<file path="config.mk">
export PLATFORM = sky130hd
export DESIGN_NAME = clut_rle_decoder_gen
export DESIGN_NICKNAME = d
export VERILOG_FILES = /design/src/rtl/clut_rle_decoder_gen.sv
export SDC_FILE = /design/constraint.sdc
export NUM_CORES = 1
export LEC_CHECK = 0
export ABC_AREA = 0
export BUFFER_PORTS_ARGS = -buffer_cell sky130_fd_sc_hd__buf_2
export CELL_PAD_IN_SITES_DETAIL_PLACEMENT = 0
export CELL_PAD_IN_SITES_GLOBAL_PLACEMENT = 2
export CORE_MARGIN = 2
export CORE_UTILIZATION = 32
export CTS_CLUSTER_SIZE = 40
export DETAILED_ROUTE_END_ITERATION = 6
export PLACE_DENSITY_LB_ADDON = 0.1
export REMOVE_ABC_BUFFERS = 1
export SLEW_MARGIN = 25
export SYNTH_ARGS = -nofsm -noshare
export SYNTH_HDL_FRONTEND = slang
export SYNTH_SLANG_ARGS = --single-unit
</file>
<file path="constraint.sdc">
create_clock -name clk -period 2.25 [get_ports clk]
set_clock_uncertainty 0.15 [all_clocks]
set_input_delay 0.5625 -clock clk [delete_from_list [all_inputs] [get_ports clk]]
set_output_delay 0.5625 -clock clk [all_outputs]
set_load 0.02 [all_outputs]
</file>
<file path="src/rtl/clut_rle_decoder_gen.sv">
// Run-length / mosaic expander between the CLUT plane fetch and the CLUT lookup.
// Optional end-of-line run clipping is enabled by defining RLE_CLIP_EN.
module clut_rle_decoder_gen #(
    parameter int DATA_W    = 8,
    parameter int LINE_ST   = 360,
    parameter int LINE_NORM = 384,
    parameter int CNT_W     = 10
) (
    input  logic              clk,
    input  logic              reset,
    input  logic              st,
    input  logic [1:0]        mode,
    input  logic [1:0]        mf,
    input  logic              line_start,
    input  logic [DATA_W-1:0] src_pixel,
    input  logic              src_write,
    output logic              src_strobe,
    output logic [DATA_W-1:0] dst_pixel,
    output logic              dst_write,
    input  logic              dst_strobe,
    output logic              busy
);

    // Handshake: a transfer happens on a cycle where write && strobe. src_strobe
    // is only raised alongside src_write; dst_write never looks at dst_strobe.

    localparam logic [1:0] M_PASS = 2'd0;
    localparam logic [1:0] M_RL7  = 2'd1;
    localparam logic [1:0] M_RL3  = 2'd2;

`ifdef RLE_CLIP_EN
    localparam bit CLIP = 1'b1;
`else
    localparam bit CLIP = 1'b0;
`endif

    typedef enum logic [2:0] {
        SINGLE, GET_COUNT, PAIR, RUN_LIMITED, RUN_EOL
    } state_t;

    state_t              state_q, state_d;
    logic [DATA_W-1:0]   spd_q, spd_d;
    logic [2:0]          p0_q, p0_d, p1_q, p1_d;
    logic                ph_q, ph_d;
    logic [DATA_W-1:0]   cnt_q, cnt_d;
    logic [CNT_W-1:0]    line_rem_q, line_rem_d;
    logic [CNT_W-1:0]    line_len;
    logic [DATA_W-1:0]   run_pix;
    logic                dst_xfer;
    logic                last_of_line;

    always_comb begin
        dst_write  = 1'b0;
        src_strobe = 1'b0;
        dst_pixel  = '0;
        state_d    = state_q;
        spd_d      = spd_q;
        p0_d       = p0_q;
        p1_d       = p1_q;
        ph_d       = ph_q;
        cnt_d      = cnt_q;

        line_len = st ? CNT_W'(LINE_ST) : CNT_W'(LINE_NORM);
        if (mode == M_RL3)
            line_len = line_len << 1;

        run_pix      = (mode == M_RL3) ? DATA_W'(ph_q ? p1_q : p0_q) : spd_q;
        last_of_line = CLIP && (line_rem_q == CNT_W'(1));

        case (state_q)
            SINGLE: begin
                case (mode)
                    M_PASS: begin
                        dst_pixel  = src_pixel;
                        dst_write  = src_write;
                        src_strobe = src_write && dst_strobe;
                    end
                    M_RL7: begin
                        if (!src_pixel[7]) begin
                            dst_pixel  = DATA_W'(src_pixel[6:0]);
                            dst_write  = src_write;
                            src_strobe = src_write && dst_strobe;
                        end else begin
                            src_strobe = src_write;
                            if (src_write) begin
                                spd_d   = DATA_W'(src_pixel[6:0]);
                                state_d = GET_COUNT;
                            end
                        end
                    end
                    M_RL3: begin
                        src_strobe = src_write;
                        if (src_write) begin
                            p0_d    = src_pixel[6:4];
                            p1_d    = src_pixel[2:0];
                            ph_d    = 1'b0;
                            state_d = src_pixel[7] ? GET_COUNT : PAIR;
                        end
                    end
                    default: begin
                        src_strobe = src_write;
                        if (src_write) begin
                            spd_d   = src_pixel;
                            cnt_d   = DATA_W'(2) << mf;
                            state_d = RUN_LIMITED;
                        end
                    end
                endcase
            end
            GET_COUNT: begin
                src_strobe = src_write;
                if (src_write) begin
                    if (src_pixel == '0) begin
                        state_d = RUN_EOL;
                    end else begin
                        cnt_d   = src_pixel;
                        state_d = RUN_LIMITED;
                    end
                end
            end
            PAIR: begin
                dst_write = 1'b1;
                dst_pixel = run_pix;
                if (dst_strobe) begin
                    ph_d = !ph_q;
                    if (ph_q || last_of_line) begin
                        state_d = SINGLE;
                        ph_d    = 1'b0;
                        cnt_d   = '0;
                    end
                end
            end
            RUN_LIMITED: begin
                dst_write = (cnt_q != '0);
                dst_pixel = run_pix;
                if (cnt_q == '0) begin
                    state_d = SINGLE;
                end else if (dst_strobe) begin
                    // RL3 counts pairs: only the p1 half of a pair retires one.
                    if (mode == M_RL3) begin
                        ph_d = !ph_q;
                        if (ph_q)
                            cnt_d = cnt_q - 1'b1;
                    end else begin
                        cnt_d = cnt_q - 1'b1;
                    end
                    if (last_of_line) begin
                        state_d = SINGLE;
                        cnt_d   = '0;
                    end
                end
            end
            RUN_EOL: begin
                dst_write = (line_rem_q != '0);
                dst_pixel = run_pix;
                if (dst_write && dst_strobe && mode == M_RL3)
                    ph_d = !ph_q;
                if (line_rem_q == '0)
                    state_d = SINGLE;
            end
            default: state_d = SINGLE;
        endcase

        if (mode == M_PASS)
            state_d = SINGLE;

        // A new line drops whatever run was in flight; nothing transfers this cycle.
        if (line_start) begin
            dst_write  = 1'b0;
            src_strobe = 1'b0;
            state_d    = SINGLE;
            cnt_d      = '0;
            ph_d       = 1'b0;
        end

        if (reset) begin
            dst_write  = 1'b0;
            src_strobe = 1'b0;
            dst_pixel  = '0;
        end

        dst_xfer = dst_write && dst_strobe;

        if (line_start || line_rem_q == '0)
            line_rem_d = line_len;
        else if (dst_xfer)
            line_rem_d = line_rem_q - 1'b1;
        else
            line_rem_d = line_rem_q;
    end

    always_ff @(posedge clk) begin
        if (reset) begin
            state_q    <= SINGLE;
            spd_q      <= '0;
            p0_q       <= '0;
            p1_q       <= '0;
            ph_q       <= 1'b0;
            cnt_q      <= '0;
            line_rem_q <= line_len;
        end else begin
            state_q    <= state_d;
            spd_q      <= spd_d;
            p0_q       <= p0_d;
            p1_q       <= p1_d;
            ph_q       <= ph_d;
            cnt_q      <= cnt_d;
            line_rem_q <= line_rem_d;
        end
    end

    assign busy = !reset && (state_q != SINGLE);

endmodule

</file>
### After elaboration in Yosys (flattened, before gate mapping)

Cells that the tools add are included.

| operators by class | value |
|---|---|
| equality and inequality tests | 22 |
| shift-type cells | 1 |
| add/sub/neg operators | 2 |
| reductions and logical operators | 29 |
| bitwise operators | 1 |
| multiplexer cells | 58 |

Operator list:

| operator | number |
|---|---|
| $mux 8 | 16 |
| $pmux 8 s2 | 3 |
| $mux 10 | 4 |
| $mux 3 | 11 |
| $pmux 8 s4 | 1 |
| $ne 2x2->1 const B | 14 |
| $logic_not 8->1 | 2 |
| $pmux 3 s5 | 1 |
| $mux 1 | 14 |
| $logic_not 10->1 | 1 |
| $reduce_and 10->1 | 1 |
| $reduce_bool 10->1 | 1 |
| $sub 10x1->10 const B | 1 |
| $reduce_or 3->1 | 3 |
| $pmux 1 s4 | 2 |
| $reduce_and 8->1 | 1 |
| $reduce_bool 4->1 | 2 |
| $reduce_bool 8->1 | 1 |
| $shl 2x2->8 const A | 1 |
| $sub 8x1->8 const B | 1 |
| $mux 7 | 1 |
| $reduce_and 7->1 | 1 |
| $eq 3x2->1 const B | 2 |
| $ne 3x3->1 const B | 2 |
| other kinds (17) | 26 |

| word-level totals | value |
|---|---|
| output and inout port bits | 11 |
| bits in registers | 36 |

### Depth between registers and ports, before layout

Gate-level depths: netlist of the first run.

| depth | value |
|---|---|
| depth after elaboration | 9 |
| mapped depth | 8 |
| gate-level depth less buffers | 7 |

### Worst setup path after synthesis of the first run

Ideal clock, no wire load.

| timing path | value |
|---|---|
| kind | input to register |
| start point | in mode[0] |
| end point | reg line_rem_q[0] (enable) |
| path slack | -0.604 ns |
| data arrival time | 2.368 ns |
| path buffers | 0 |
| stages | 7 |
| path through | inv_1 -> ha_1 -> a21o_1 -> a31oi_1 -> or3_1 -> a211oi_1 -> a21o_1 |

| between the ends | value |
|---|---|
| longest elaborated chain between the ends | 7 |
| elaborated cells on any way between the ends | 8 |
| classes of those cells | 1 x eq/ne; 4 x mux; 3 x reduce/logical |

RTL lines:

| element | line | RTL |
|---|---|---|
| start: declaration | 12 | `input logic [1:0] mode,` |
| $eq 2x1->1 or $logic_not 2->1 (tied branches) | 72 | `case (mode)` |
| $pmux 1 s2 (*) | 72 |  |
| $pmux 1 s4 (*) | 70 | `case (state_q)` |
| $mux 1 (*) | 168 | `if (line_start) begin` |
| $mux 1 (*) | 176 | `if (reset) begin` |
| named net dst_write | 19 | `output logic dst_write,` |
| $logic_and 1x1->1 (*) | 182 | `dst_xfer = dst_write && dst_strobe;` |
| $reduce_bool 3->1 (no line) (*) | - |  |
| end signal: assignment | 200 | `line_rem_q <= line_len;` |
| end signal: assignment | 208 | `line_rem_q <= line_rem_d;` |
| end: declaration | 46 | `logic [CNT_W-1:0] line_rem_q, line_rem_d;` |

Mark *: on every way through the listed nets, which the timed path passes. The rest lies on a longest branch.
A chain may end at the register's enable or synchronous reset.

### Worst setup path in the final report of the first run

| timing path | value |
|---|---|
| start point | reg line_rem_q[0] |
| end point | out dst_write |

| between the ends | value |
|---|---|
| longest elaborated chain between the ends | 4 |

RTL lines:

| element | line | RTL |
|---|---|---|
| $reduce_bool 10->1 | 154 | `dst_write = (line_rem_q != '0);` |
| $pmux 1 s4 | 70 |  |
| $mux 1 | 168 |  |
| $mux 1 | 176 |  |
| end: declaration | 19 |  |

No other way between the ends.

==> out/results.txt, run 1 <==
maximum number of pins on one net before global-route repair: 16
Synth Cell Area: 2490 sq um
Multi-input gate area: 1900 sq um
leakage: 0.00168 uW
sequential cell area fraction in the yosys report: 33.0%
critical path class: reg2out
CTS root buf: clkbuf_8
clock latency on the worst-skew pair: 0.30 ns
chip width: 92.2 um
Max Buffers Root-to-Sink: 2
Ys Warns: 0
Hold Vio Cnt, Final: 0
placed cells: 482
hpwl dp: 6000 um
Die Y: 92.2 um
die area: 8490 sq um
RR Startpoint: line_rem_q[0]$_SDFFCE_PP0P_
Layout Nets: 439
Peak VDD IR: 0.256 mV
async set or reset register ratio after synthesis: 0%
first-pass GRT wire length: 13,700 um
setup violators final: 32
GR Layer Usage met1: 26.6%
CTS Buf Count: 5
port bufs: 28
IO Pins: 29
GPL Wtd Cong: 0.818
top_reg_cell synth: dfxtp_1
CP max FO: 2
area leader, netlist: dfxtp_1
worst-path cell chain: inv_2 -> ha_4 -> or4b_4 -> o41ai_4 -> a21boi_4 -> a211oi_2 -> buf_2
design area: 3950 sq um
Total GRT Usage: 20.6%
outcome: complete, but fails checks
met2 usage: 36.1%
setup TNS: -6.49 ns
number of H-tree levels: 2
CTS tree: built
failing checks: negative setup slack
Synth cell types: 58
drt via density: 5.14
Critical Path Start: line_rem_q[0]$_SDFFCE_PP0P_
final worst slack: -0.624 ns
reg-to-reg slack, setup: -0.34 ns
core area: 7650 sq um
WL final: 8430 um
Clk pin slew, worst setup/hold paths: 0.09 ns
PD cells: 478 nW/um^2
n_diodes: 0
Mapped Cells: 300
Post-Layout Cell Count: 512
fmax: 348 MHz
period utilization: 128%
max_cap viols: 0
First-pass DRT Iterations: 4
Starting Density: 32.5%
Slowest cell on crit path: or4b_4
Tmin final: 2.87 ns
pre-CTS setup slack: -0.473 ns
Critical Path RT: 1.54 ns
area share of the largest cell type after synthesis: 20.9%
unrepaired setup endpoints after global routing: true
vias in the first global route: 2,686
hold path startpoint: spd_q[7]$_SDFFE_PP0P_
initial antenna violation count: 0
drt wl/cell: 16.5 um
Post-DRT Antenna Nets: 0
DR DRC count: 0
Crit. End Element: output pin
Worst Setup Start Kind: flip-flop
placed inst area: 3230 sq um
actual slew at the worst max-slew pin: 0.456 ns
Top Family by Delay on Critical Path: compound AO/OA/AOI/OAI gates
Worst EP arrival: 2.16 ns
layout cells sized above 1: 45.6%
Sink Count: 36
Max Slew Vio Count: 0
register area: 828 sq um
hold slack: 0.319 ns
critical path buffer and inverter count: 2
top cells by area, synth: dfxtp_1, edfxtp_1, nor2_1, mux2i_1, ha_1
fill count: 760
Area Overhead vs Synth: 58.9%
Rows: 32
met3 usage: 3.04%
Worst path max stage delay: 0.48 ns
grt ovf: 0
Hold Crit Class: reg2reg
initial DRC count: 111
busiest grt layer: met2
EDFF count, synth: 10
max_slew headroom: 69.3%
flop and latch count out of synthesis: 36
via count: 2,632
syn avg cell area: 8.29 sq um
## cells in the mapped netlist (2+ instances only)
| library cell | number |
|---|---|
| nor2b_1 | 2 |
| nand3b_1 | 2 |
| a211oi_1 | 8 |
| mux2i_1 | 18 |
| nor4_1 | 4 |
| or3_1 | 4 |
| clkbuf_1 | 8 |
| o221ai_1 | 2 |
| nand2b_1 | 3 |
| nor3b_2 | 2 |
| a21o_1 | 3 |
| inv_1 | 11 |
| ha_1 | 12 |
| edfxtp_1 | 10 |
| buf_1 | 2 |
| nor2_1 | 50 |
| buf_2 | 6 |
| o22ai_1 | 2 |
| nor3_1 | 8 |
| a31oi_1 | 4 |
| o32a_1 | 3 |
| a21oi_1 | 18 |
| xor2_1 | 2 |
| o2111ai_1 | 2 |
| and3_1 | 3 |
| a22oi_1 | 6 |
| o31ai_1 | 3 |
| dfxtp_1 | 26 |
| nand3_1 | 11 |
| nand2_1 | 23 |
| or2_1 | 3 |
| xnor2_1 | 9 |
| o21ai_1 | 5 |
## cells by family (layout without fill, tap and decap cells)
| kind of cell | Yosys count | after routing | synth area share, % |
|---|---|---|---|
| compound gates | 70 | 70 | 20.3 |
| xor+xnor | 11 | 11 | 3.87 |
| fa+ha+maj | 12 | 12 | 6.04 |
| buf+inv | 28 | 138 | 4.58 |
| flops | 36 | 36 | 33.0 |
| mux | 19 | 19 | 7.70 |
| simple gates | 124 | 124 | 24.5 |
## cells in the final DEF, fill, tap and decap left out, drive strengths merged, types with 2 or more instances in the layout
| cell type | instances |
|---|---|
| o31ai | 3 |
| o2111ai | 2 |
| nor3b | 2 |
| xor2 | 2 |
| or3 | 4 |
| o22ai | 2 |
| inv | 12 |
| nor4 | 4 |
| dfxtp | 26 |
| or4b | 2 |
| nor3 | 9 |
| nor2 | 50 |
| edfxtp | 10 |
| o32a | 3 |
| clkbuf | 7 |
| nand2 | 23 |
| xnor2 | 9 |
| mux2i | 18 |
| nand3 | 12 |
| or2 | 4 |
| a21boi | 2 |
| ha | 12 |
| nor2b | 2 |
| a211oi | 9 |
| a21o | 3 |
| nand3b | 2 |
| o21ai | 5 |
| and3 | 3 |
| o221ai | 2 |
| o41ai | 2 |
| nand2b | 3 |
| a22oi | 6 |
| buf | 118 |
| a31oi | 4 |
| a21oi | 18 |
## per-stage QoR
step / total power [uW] / utilization, %
finish: 1890 / 51.7
global route: 1990 / 51.7
CTS: 1850 / 49.3
detailed placement: 1230 / 42.2
global placement: 1230 / 42.2
floorplan: 994 / -
## layer usage
metal  vias up  share of wire (%)
li1       1313                  -
met1      1250                 46
met2        59                 49
met3        10                3.1
met4         0                1.6
met5         -                  0
## power breakdown
part	internal (uW)	switching, uW	total (uW)
clock network	250	274	523
registers	707	27.2	734
logic	312	318	630
## flip-flops by register name (all words and copies together), names as in the netlist
signal and cells:
p1_q 3, ph_q 1, state_q 3, spd_q 8, cnt_q 8, line_rem_q 10, p0_q 3
## final timing paths
kind | end | cells after the start
worst max-delay path | dst_write | 7
worst min-delay path | spd_q[7]$_SDFFE_PP0P_ | 2
worst max register to register | line_rem_q[0]$_SDFFCE_PP0P_ | 9
worst min register to register | spd_q[7]$_SDFFE_PP0P_ | 2
## final cells by class
type | count | area share, %
clock buffers | 6 | 2.09
clock inverters | 2 | 0.348
inverters | 11 | 1.17
multi-input cells | 236 | 48.0
flip-flops and latches | 36 | 21.0
well taps | 102 | 3.23
repair buffers | 119 | 24.2
## worst register-to-register path, stage by stage, from the launching register on
cell and delay [ns]:
edfxtp_1 0.41, inv_2 0.10, ha_4 0.12, or4b_4 0.48, o41ai_4 0.24, a21boi_4 0.25, a211oi_2 0.09, buf_4 0.14
a21o_4 0.23, clkbuf_16 0.15
## repair_timing
action                                  4_1_cts  5_1_grt
endpoints found under the setup margin       31       37
setup buffers                                18       10
gates cloned                                  1        1
hold buffers                                  0        0
pin swaps                                    20       12
gates resized for setup                      77       34
(Power assumes the default switching activity.)
==> inputs of run 2 (changes only) <==
Settings changed: CAP_MARGIN from default to 20, RECOVER_POWER from default to 100.
==> out/results.txt, run 2 (synthesized netlist as in run 1, its figures left out) <==
Rows: 32
commonest non-fill, non-tap cell in the layout: buf_4
CTS tree: built
number of H-tree levels: 2
PD cells: 479 nW/um^2
Worst EP arrival: 2.16 ns
CTS root buf: clkbuf_8
Layout Nets: 439
core area: 7650 sq um
total power: 1880 uW
setup violators final: 33
DR DRC count: 0
Top Family by Delay on Critical Path: compound AO/OA/AOI/OAI gates
drt wl/cell: 16.5 um
Max Buffers Root-to-Sink: 2
Sink Count: 36
n_diodes: 0
Area Overhead vs Synth: 58.0%
hold slack: 0.319 ns
hold path depth: 2
Crit. End Element: output pin
clock latency on the worst-skew pair: 0.30 ns
grt ovf: 0
period utilization: 128%
Hold Crit Class: reg2reg
first-pass GRT wire length: 13,700 um
initial DRC count: 109
layout cells sized above 1: 44.9%
max_slew headroom: 68.8%
Critical Path RT: 1.54 ns
Die Y: 92.2 um
Post-DRT Antenna Nets: 0
drt via density: 5.17
Top reg by flops: line_rem_q
outcome: complete, but fails checks
Slowest cell on crit path: or4b_4
reg-to-reg slack, setup: -0.34 ns
Worst path max stage delay: 0.48 ns
most frequent cells in the layout: buf_4, nor2_1, dfxtp_1
critical path buffer and inverter count: 2
unrepaired setup endpoints after global routing: true
Max Slew Vio Count: 0
CP max FO: 2
final worst slack: -0.623 ns
Crit path depth: 7
max_cap viols: 0
worst-path cell chain: inv_2 -> ha_4 -> or4b_4 -> o41ai_4 -> a21boi_4 -> a211oi_2 -> buf_2
CTS Buf Count: 5
Top Registers: line_rem_q: 10 flops, cnt_q: 8 flops, spd_q: 8 flops
Tmin final: 2.87 ns
Worst Setup Start Kind: flip-flop
Hold Vio Cnt, Final: 0
hpwl dp: 6000 um
reg2reg path depth: 9
max FFs per register: 10
maximum number of pins on one net before global-route repair: 16
IO Pins: 29
vias in the first global route: 2,686
failing checks: negative setup slack
initial antenna violation count: 0
actual slew at the worst max-slew pin: 0.464 ns
Starting Density: 32.5%
chip width: 92.2 um
via count: 2,645
WL final: 8420 um
critical path class: reg2out
Clk pin slew, worst setup/hold paths: 0.09 ns
Peak VDD IR: 0.256 mV
First-pass DRT Iterations: 4
leakage: 0.00167 uW
port bufs: 28
GPL Wtd Cong: 0.818
Total GRT Usage: 20.6%
fmax: 348 MHz
die area: 8490 sq um
-- run 2: cell types whose count changed in the layout (fill, tap and decap cells not counted) --
cell      previous run  this run
buf_4               83        81
clkbuf_1             0         1
clkbuf_4             0         1
dfxtp_2              0         1
dfxtp_4              2         1
nand3_1             10        11
nand3_2              1         0
nor3_1               7         8
nor3_4               1         0
-- run 2: power by group --
group | internal [uW] | total [uW] | switching [uW]
registers | 708 | 735 | 27.2
logic | 309 | 625 | 317
clock network | 250 | 521 | 272
-- run 2: final cells by class --
| cell class | instances | area, sq um |
|---|---|---|
| Tap cell | 102 | 128 |
| Clock buffer | 6 | 82.6 |
| Fill cell | 766 | 3720 |
| Multi-Input combinational cell | 236 | 1880 |
| Sequential cell | 36 | 826 |
| Timing Repair Buffer | 119 | 953 |
| Clock inverter | 2 | 13.8 |
| Inverter | 11 | 46.3 |
-- run 2: worst paths after layout --
path,start,end
max,line_rem_q[0]$_SDFFCE_PP0P_,dst_write
min,spd_q[7]$_SDFFE_PP0P_,spd_q[7]$_SDFFE_PP0P_
max reg2reg,line_rem_q[0]$_SDFFCE_PP0P_,line_rem_q[0]$_SDFFCE_PP0P_
min reg2reg,spd_q[7]$_SDFFE_PP0P_,spd_q[7]$_SDFFE_PP0P_
-- run 2: metal layers --
layer	vias up	wire, um	global-route usage (%)
met5	-	0	0
met4	0	133	4.85
met3	10	247	3.04
met2	57	4110	36.1
met1	1264	3930	26.6
li1	1314	-	-
-- run 2: metrics by stage --
step | cell area (sq um) | TNS (ns) | worst slack, ns | std cells | utilization, %
final | 3930 | -6.68 | -0.623 | 512 | 51.4
after global routing | 3930 | -10.13 | -0.720 | 512 | 51.4
after CTS | 3770 | -5.39 | -0.623 | 508 | 49.3
after detailed placement | 3230 | -10.22 | -0.473 | 482 | 42.2
after global placement | 3230 | -9.04 | -0.413 | 482 | 42.2
after floorplan | 2410 | -7.77 | -0.620 | 283 | -
-- run 2: timing repair --
item	in CTS	in global routing
pin swaps	20	12
gates cloned	1	1
hold buffers	0	0
setup endpoints to repair	31	37
resized for setup	77	34
buffers inserted	18	10
-- run 2: worst reg2reg max path: cells and delay by family, from the launching register on --
| kind | cells | cell delay, ns |
|---|---|---|
| AOI/OAI and AO/OA | 4 | 0.81 |
| and+or+nand+nor | 1 | 0.48 |
| adders and majority gates | 1 | 0.12 |
| buffers and inverters | 3 | 0.39 |
| DFF | 1 | 0.41 |
==> inputs of run 3 (changes only) <==
Settings changed: CORE_UTILIZATION 32 to 33, CTS_BUF_LIST from default to sky130_fd_sc_hd__clkbuf_8.
==> out/results.txt, run 3 (synthesized netlist as in run 1, its figures left out) <==
outcome: complete, but fails checks
failing checks: negative setup slack
n_diodes: 0
Max Buffers Root-to-Sink: 2
Post-Layout Cell Count: 510
Hold Vio Cnt, Final: 0
grt ovf: 0
Total GRT Usage: 19.4%
maximum number of pins on one net before global-route repair: 16
number of H-tree levels: 2
Die Y: 90.8 um
port bufs: 28
CTS root buf: clkbuf_8
via count: 2,602
max FFs per register: 10
DR DRC count: 0
fill count: 731
hpwl dp: 5880 um
die area: 8250 sq um
CTS Buf Count: 5
GPL Wtd Cong: 0.817
most frequent cells in the layout: buf_4, nor2_1, dfxtp_1
critical path class: reg2out
CTS Hold Bufs: 0
first-pass GRT wire length: 12,900 um
Tmin final: 2.87 ns
actual slew at the worst max-slew pin: 0.464 ns
Post-DRT Antenna Nets: 0
total power: 1820 uW
wire length on met2: 3930 um
Area Overhead vs Synth: 54.8%
clock latency on the worst-skew pair: 0.29 ns
IO Pins: 29
Multi-input gate area: 1810 sq um
Max Slew Vio Count: 0
CP max FO: 2
unrepaired setup endpoints after global routing: true
Critical Path RT: 1.54 ns
Hold Crit Class: reg2reg
max_slew headroom: 68.8%
top layer reached by signal wires: met4
Peak VDD IR: 0.192 mV
Layout Nets: 440
max_cap viols: 0
Rows: 31
register area: 828 sq um
Clk pin slew, worst setup/hold paths: 0.08 ns
Starting Density: 34.1%
chip width: 90.8 um
Crit. End Element: output pin
CTS tree: built
PD cells: 473 nW/um^2
WL met3: 337 um
vias in the first global route: 2,606
Sink Count: 36
placed cells: 476
fmax: 349 MHz
initial DRC count: 84
layout cells sized above 1: 43.8%
drt wl/cell: 16.1 um
Worst EP arrival: 2.16 ns
core area: 7290 sq um
drt via density: 5.10
Worst Setup Start Kind: flip-flop
period utilization: 127%
initial antenna violation count: 0
WL final: 8210 um
Top Registers: line_rem_q: 10 flops, cnt_q: 8 flops, spd_q: 8 flops
commonest non-fill, non-tap cell in the layout: buf_4
Top reg by flops: line_rem_q
First-pass DRT Iterations: 4
met1 wire length: 3780 um
hold slack: 0.327 ns
final worst slack: -0.619 ns
setup violators final: 33
leakage: 0.00165 uW
-- run 3: cell count changes in the layout (fill, tap and decap cells not counted), sizes merged --
cell	delta
buf	-2
clkbuf	+3
-- run 3: final timing paths --
check,from,end,slack (ns),cells past startpoint
worst max register to register,line_rem_q[0]$_SDFFCE_PP0P_,line_rem_q[7]$_DFFE_PP_,-0.33,9
worst min-delay path,spd_q[7]$_SDFFE_PP0P_,spd_q[7]$_SDFFE_PP0P_,0.33,2
worst max-delay path,line_rem_q[0]$_SDFFCE_PP0P_,dst_write,-0.62,7
worst min register to register,spd_q[7]$_SDFFE_PP0P_,spd_q[7]$_SDFFE_PP0P_,0.33,2
-- run 3: cell type report --
class / instances / area share (%)
clock buffer: 6 / 2.14
clock inverter: 2 / 0.357
inverter: 11 / 1.40
multi-input combinational: 236 / 47.0
sequential: 36 / 21.5
tap: 99 / 3.22
timing repair buffer: 120 / 24.3
-- run 3: what timing repair did --
action,CTS,global route
pin swaps,15,19
cloned,0,2
buffers inserted,20,7
setup endpoints to repair,31,39
resized for setup,63,33
-- run 3: power by group --
part           internal [uW]  switching [uW]
logic                    284             297
registers                706            26.4
clock network            249             258
total                   1240             582
-- run 3: stage by stage --
stage	setup TNS (ns)	utilization (%)	setup slack, ns	area [sq um]
detailed placement	-10.01	43.9	-0.431	3200
floorplan	-7.77	-	-0.620	2410
finish	-9.18	52.8	-0.619	3850
global route	-12.42	52.8	-0.705	3850
CTS	-4.67	50.5	-0.607	3680
global placement	-9.17	43.9	-0.401	3200
-- run 3: worst max-delay path, cell delays in order (launching register included) --
cell	delay, ns
edfxtp_1	0.41
inv_2	0.10
ha_4	0.12
or4b_4	0.48
o41ai_4	0.25
a21boi_4	0.25
a211oi_2	0.09
buf_2	0.16
-- run 3: metal layers --
metal,track usage (%),vias to the layer above
li1,-,1314
met1,23.9,1216
met2,34.6,58
met3,3.59,14
met4,4.80,0
met5,0,-
